[src/rtl/meas_frame_packer_if.sv]
// Byte stream from the frame packer to the UART transmitter.
// A byte moves on every clock edge where tx_valid and tx_ready are both high.
interface meas_frame_packer_if;
  logic [7:0] tx_data;
  logic       tx_valid;
  logic       tx_ready;

  // The packer drives data and valid; the UART drives ready.
  modport master (output tx_data, output tx_valid, input tx_ready);
  modport slave  (input tx_data, input tx_valid, output tx_ready);
endinterface

[src/rtl/meas_frame_packer.sv]
// Frequency-meter frame packer.
// When the measurement gate closes, the module takes a snapshot of the counts.
// It then streams a fixed 20-byte frame:
//   AA 55 seq Num_x[4] Num_s[4] cnt_high[4] cnt_low[4] checksum
// Each word is sent MSB first.
// The checksum is the 8-bit sum of the bytes from seq up to the last byte of cnt_low.
module meas_frame_packer #(
  parameter logic [7:0] HDR0  = 8'hAA,
  parameter logic [7:0] HDR1  = 8'h55,
  parameter int         NUM_W = 28
) (
  input  logic                 Sys_CLK,
  input  logic                 Sys_RST,
  input  logic                 gate,
  input  logic [NUM_W-1:0]     Num_x,
  input  logic [NUM_W-1:0]     Num_s,
  input  logic [31:0]          cnt_high,
  input  logic [31:0]          cnt_low,
  meas_frame_packer_if.master  tx,
  output logic                 busy,
  output logic                 frame_drop,
  output logic [7:0]           seq
);

  localparam logic [4:0] LAST_IDX = 5'd19;

  typedef enum logic [0:0] {IDLE, SEND} state_t;

  state_t       state_q;
  logic         g1_q, g2_q, g3_q;
  logic [127:0] payload_q;
  logic [7:0]   seq_snap_q;
  logic [4:0]   idx_q;
  logic [7:0]   csum_q;
  logic [7:0]   tx_data_q;
  logic         tx_valid_q;
  logic         busy_q;
  logic         drop_q;
  logic [7:0]   seq_q;

  logic         gate_close;
  logic [4:0]   idx_d;
  logic [7:0]   csum_d;
  logic [7:0]   byte_d;
  logic [3:0]   pidx;
  logic [7:0]   payload_bytes [16];

  // A gate close is the falling edge of the synchronised gate,
  // seen one flop behind the synchroniser.
  assign gate_close = g3_q & ~g2_q;

  // Split the snapshot into bytes, MSB first, so the mux below can index them.
  for (genvar gi = 0; gi < 16; gi++) begin : g_payload
    assign payload_bytes[gi] = payload_q[127-8*gi -: 8];
  end

  // Index 3 maps to payload byte 0.
  // The subtraction wraps modulo 16, which is correct for indices 3..18.
  assign pidx = idx_d[3:0] - 4'd3;

  // Work out the byte that follows the one on the bus,
  // and the running checksum once the current byte has been accepted.
  always_comb begin
    idx_d  = idx_q + 5'd1;
    csum_d = csum_q;
    if (idx_q >= 5'd2 && idx_q <= 5'd18)
      csum_d = csum_q + tx_data_q;
    case (idx_d)
      5'd1:    byte_d = HDR1;
      5'd2:    byte_d = seq_snap_q;
      5'd19:   byte_d = csum_d;
      5'd0:    byte_d = HDR0;
      default: byte_d = payload_bytes[pidx];
    endcase
  end

  // The gate comes from another clock domain.
  // Two synchroniser flops, plus a delay flop for edge detection.
  always_ff @(posedge Sys_CLK or negedge Sys_RST) begin
    if (!Sys_RST) begin
      g1_q <= 1'b0;
      g2_q <= 1'b0;
      g3_q <= 1'b0;
    end else begin
      g1_q <= gate;
      g2_q <= g1_q;
      g3_q <= g2_q;
    end
  end

  // Frame FSM: snapshot on the gate close, stream the bytes, drop gate closes while busy.
  always_ff @(posedge Sys_CLK or negedge Sys_RST) begin
    if (!Sys_RST) begin
      state_q    <= IDLE;
      payload_q  <= '0;
      seq_snap_q <= '0;
      idx_q      <= '0;
      csum_q     <= '0;
      tx_data_q  <= '0;
      tx_valid_q <= 1'b0;
      busy_q     <= 1'b0;
      drop_q     <= 1'b0;
      seq_q      <= '0;
    end else begin
      drop_q <= 1'b0;
      case (state_q)
        IDLE: begin
          if (gate_close) begin
            // The first byte is valid on the same edge that takes the snapshot.
            payload_q  <= {{(32-NUM_W){1'b0}}, Num_x,
                           {(32-NUM_W){1'b0}}, Num_s,
                           cnt_high, cnt_low};
            seq_snap_q <= seq_q;
            idx_q      <= '0;
            csum_q     <= '0;
            tx_data_q  <= HDR0;
            tx_valid_q <= 1'b1;
            busy_q     <= 1'b1;
            state_q    <= SEND;
          end
        end
        SEND: begin
          // This includes a gate close on the edge that ends the frame.
          if (gate_close)
            drop_q <= 1'b1;
          if (tx_valid_q && tx.tx_ready) begin
            if (idx_q == LAST_IDX) begin
              tx_valid_q <= 1'b0;
              busy_q     <= 1'b0;
              seq_q      <= seq_q + 8'd1;
              state_q    <= IDLE;
            end else begin
              idx_q     <= idx_d;
              csum_q    <= csum_d;
              tx_data_q <= byte_d;
            end
          end
        end
        default: state_q <= IDLE;
      endcase
    end
  end

  assign tx.tx_data  = tx_data_q;
  assign tx.tx_valid = tx_valid_q;
  assign busy        = busy_q;
  assign frame_drop  = drop_q;
  assign seq         = seq_q;

endmodule
[src/flat_wrapper.sv]
// flat-port wrapper written by rule: the top's interface ports become plain ports
module meas_frame_packer_flat 
#(
  parameter logic [7:0] HDR0  = 8'hAA,
  parameter logic [7:0] HDR1  = 8'h55,
  parameter int         NUM_W = 28
)
  (Sys_CLK, Sys_RST, gate, Num_x, Num_s, cnt_high, cnt_low, busy, frame_drop, seq, tx_tx_data, tx_tx_valid, tx_tx_ready);
  meas_frame_packer_if tx_i ();
  input  logic Sys_CLK;
  input  logic Sys_RST;
  input  logic gate;
  input  logic [NUM_W-1:0] Num_x;
  input  logic [NUM_W-1:0] Num_s;
  input  logic [31:0] cnt_high;
  input  logic [31:0] cnt_low;
  output logic busy;
  output logic frame_drop;
  output logic [7:0] seq;
  output wire logic [$bits(tx_i.tx_data)-1:0] tx_tx_data;
  output wire logic [$bits(tx_i.tx_valid)-1:0] tx_tx_valid;
  input wire logic [$bits(tx_i.tx_ready)-1:0] tx_tx_ready;
  assign tx_tx_data = tx_i.tx_data;
  assign tx_tx_valid = tx_i.tx_valid;
  assign tx_i.tx_ready = tx_tx_ready;
  meas_frame_packer #(.HDR0(HDR0), .HDR1(HDR1), .NUM_W(NUM_W)) u_core (.Sys_CLK(Sys_CLK), .Sys_RST(Sys_RST), .gate(gate), .Num_x(Num_x), .Num_s(Num_s), .cnt_high(cnt_high), .cnt_low(cnt_low), .tx(tx_i), .busy(busy), .frame_drop(frame_drop), .seq(seq));
endmodule
[config.mk]
export PLATFORM = sky130hd
export DESIGN_NAME = meas_frame_packer_flat
export DESIGN_NICKNAME = d
export VERILOG_FILES = /design/src/rtl/meas_frame_packer_if.sv /design/src/rtl/meas_frame_packer.sv /design/src/flat_wrapper.sv
export SDC_FILE = /design/constraint.sdc
export NUM_CORES = 1
export LEC_CHECK = 0
export ABC_AREA = 1
export BUFFER_PORTS_ARGS = -buffer_cell sky130_fd_sc_hd__buf_2
export CORE_MARGIN = 2
export CORE_UTILIZATION = 56
export CTS_CLUSTER_DIAMETER = 120
export DETAILED_ROUTE_END_ITERATION = 10
export PLACE_DENSITY = 0.82
export SLEW_MARGIN = 10
export SYNTH_ARGS = -nofsm -noshare
export SYNTH_HDL_FRONTEND = slang
export SYNTH_SLANG_ARGS = --single-unit
[constraint.sdc]
create_clock -name Sys_CLK -period 3.4 [get_ports Sys_CLK]
set_clock_uncertainty 0.05 [all_clocks]
set_input_delay 0.51 -clock Sys_CLK [delete_from_list [all_inputs] [get_ports Sys_CLK]]
set_output_delay 0.51 -clock Sys_CLK [all_outputs]
set_load 0.02 [all_outputs]
==> summary.txt <==
Finish
  • Fill cell instance count of the final layout: 1,234
  • Multi-input gate area: 3830 um2
  • Layout Cells excl Fill: 1,447
  • Antenna diodes: 0
  • Layout area overhead: 16.3%
  • Register area: around 4100 um2
  • Share of layout cells above drive strength 1: 0.171
  • Nets: about 1,400
  • Finished Core Util: 0.671

STA
  • Setup Viol. Count Final: 0
  • Fin. max-slew vios: 0
  • Setup TNS: 0 ps
  • Final Cycle Share: 0.781
  • Max_slew headroom: 0.568
  • RSZ-0062 raised after global routing: no
  • Tightest Pin Transition: 648 ps
  • Final Hold Vio Count: 0
  • Fin crit period: around 2700 ps
  • Max Freq: about 380 MHz

Worst setup path
  • Critical Path Source: u_core.idx_q[0]$_DFFE_PN0P_
  • Crit path max fanout: 24
  • Setup CP Type: register to register
  • Cell count of the worst reg-to-reg path: 7
  • Worst R2R Setup Slack: roughly 750 ps
  • Reg2reg end: u_core.tx.tx_data[1]$_DFFE_PN0P_
  • Crit path capture type: register
  • WP data required: 3680 ps
  • Reg-to-Reg Start: u_core.idx_q[0]$_DFFE_PN0P_
  • Startpoint type of the worst setup path: register
  • Worst EP arrival: approximately 2900 ps

Floorplanning
  • Core Area: 14,600 um2
  • Die H: 127 um
  • Die span in x: 127 um
  • Row count: 44
  • Die ar.: about 16,000 um2
  • I/O pin cnt: approximately 140
  • Starting density of the core: 0.577

Place
  • Placed instance count: 1,415
  • IO Port Bufs: 142
  • Placer congestion estimate: ~0.9
  • DP Wirelength: 15,100 um

Logic synthesis
  • Netlist cell types: 35
  • Gate Count Post-Synth: 1,133
  • Mean post-synth cell area: 7.46 um2
  • Seq/Total Area, Yosys: 0.483
  • Synth async-reset ratio: 1.00
  • Synth Cell Area: 8450 um2
  • EDFF count, synth: 0
  • Synthesis Warnings: 0
  • Top FF cell, synth: dfrtp_1
  • Syn Nets: 1,274
  • Yosys reg bits: 163

Pwr
  • P_leak: between 5 and 6 nW
  • VDD IR max: 0.000515 V
  • PD cells: between 1000 and 1500 nW/um2
  • Pwr Total: 10.2 mW

Outcome
  • Outcome: complete, no violations

Global route
  • First-pass GRT wire length: 35,800 um
  • Gr usage total: 0.280
  • Largest net degree at the start of global routing: roughly 160
  • GR Overflow Total: 0
  • Vias in the first global route: 7,305
  • Initial antenna violation count: 0

Clock network
  • Root buffer selected by CTS: clkbuf_16
  • CTS resizes: 0
  • Hold Buf Count CTS: 0
  • Clk sinks: between 150 and 200
  • CTS tree: done
  • Clock latency on the worst-skew pair: about 440 ps
  • CTS H-tree depth: 4
  • Post CTS Setup Buffer Count: 0
  • CTS buffer count: 17
  • Clock-pin slew on the worst setup and hold paths: 60 ps
  • Clock Tree Buf Depth: 2

Hold path
  • HP Class: primary input to async pin

Route
  • Drt total wl: 21,500 um
  • DR pass1 iterations: 6
  • DR vias/cell: 5.31
  • Antenna viol nets, final: 0
  • Avg WL per Cell: around 15 um
  • DRC: 0
  • Vias: 7,678
  • Iteration-0 DRC Markers: 737

Run
  • Max-Cap Viols: 0
-- worst max-delay path: stages (launching register included) --
cell     delay [ps]
dfrtp_2         630
ha_1            520
a31oi_4         340
nor2_4          300
inv_1           290
or2_1           300
nand2_1          60
inv_1            30
-- worst max-delay path by stage --
stage | to | slack, ps | cells past startpoint
after detailed placement | u_core.tx.tx_data[1]$_DFFE_PN0P_ | 830 | 7
after CTS | u_core.tx.tx_data[1]$_DFFE_PN0P_ | 810 | 7
final | u_core.tx.tx_data[1]$_DFFE_PN0P_ | 750 | 7
after global placement | u_core.tx.tx_data[1]$_DFFE_PN0P_ | 860 | 7
after floorplan | u_core.tx.tx_data[4]$_DFFE_PN0P_ | 1270 | 13
after global routing | u_core.tx.tx_data[1]$_DFFE_PN0P_ | 630 | 7
-- cells in the final DEF, fill, tap and decap left out, types with 8 or more instances in the layout --
master / synthesis / routed
o21ai_0: 41 / 41
nand2_1: 570 / 570
dfrtp_1: 163 / 162
buf_2: 21 / 141
a21oi_1: 8 / 8
ha_1: 16 / 16
buf_4: 7 / 8
nand3_1: 97 / 97
nand4_1: 11 / 11
nor2_1: 33 / 31
inv_1: 70 / 69
o211ai_1: 11 / 11
clkbuf_16: 0 / 17
-- sequential cells by signal, indices dropped and copies added (netlist names) --
register / count
u_core.idx_q: 5
u_core.payload_bytes: 120
u_core.seq: 8
u_core.csum_q: 8
u_core.frame_drop: 1
u_core.seq_snap_q: 8
u_core.tx.tx_valid: 1
u_core.state_q: 1
u_core.g3_q: 1
u_core.tx.tx_data: 8
u_core.g2_q: 1
u_core.g1_q: 1
-- per-stage QoR --
stage	setup slack, ps	instance area, um2	hold WS [ps]
after floorplan	1270	8450	164
after global placement	859	9260	289
after detailed placement	825	9260	293
after CTS	812	9830	45.5
after global routing	629	9830	83.6
final	746	9830	18.7
-- synth_stat cells, types with 8 or more instances --
library cell  number  share of area
nand2_1          570           0.25
o21ai_0           41          0.024
nand4_1           11         0.0081
buf_2             21          0.012
a21oi_1            8         0.0047
inv_1             70          0.031
nor2_1            33          0.015
o211ai_1          11         0.0098
nand3_1           97          0.057
dfrtp_1          163           0.48
ha_1              16          0.024
clkbuf_1          23          0.010
-- cells by family after synthesis --
group / count (synthesis) / synth area share
simple gates: 740 / 0.366
buf+inv: 130 / 0.0650
compound gates: 74 / 0.0506
fa+ha+maj: 17 / 0.0261
xor+xnor: 9 / 0.00933
flops: 163 / 0.483
-- per-layer routing --
layer  track usage  vias up  part of all wire
li1              -     3781                 -
met1         0.380     3539              0.43
met2         0.452      319              0.48
met3        0.0603       39             0.070
met4        0.0918        0             0.022
met5             0        -                 0
-- power by group --
| group | leakage (nW) | total (mW) | switching, mW | internal (mW) |
|---|---|---|---|---|
| registers | 1.79 | 3.48 | 0.663 | 2.82 |
| clock network | 0.270 | 1.85 | 0.796 | 1.06 |
| logic | 3.16 | 4.86 | 3.16 | 1.70 |
-- area by class of cell --
| type | count | area share |
|---|---|---|
| sequential | 163 | 0.415 |
| clock buffer | 23 | 0.0476 |
| clock inverter | 9 | 0.00980 |
| tap | 184 | 0.0234 |
| multi-input combinational | 840 | 0.390 |
| timing repair buffer | 153 | 0.0852 |
| inverter | 75 | 0.0288 |
No activity file was read; power rests on OpenSTA's default activity.
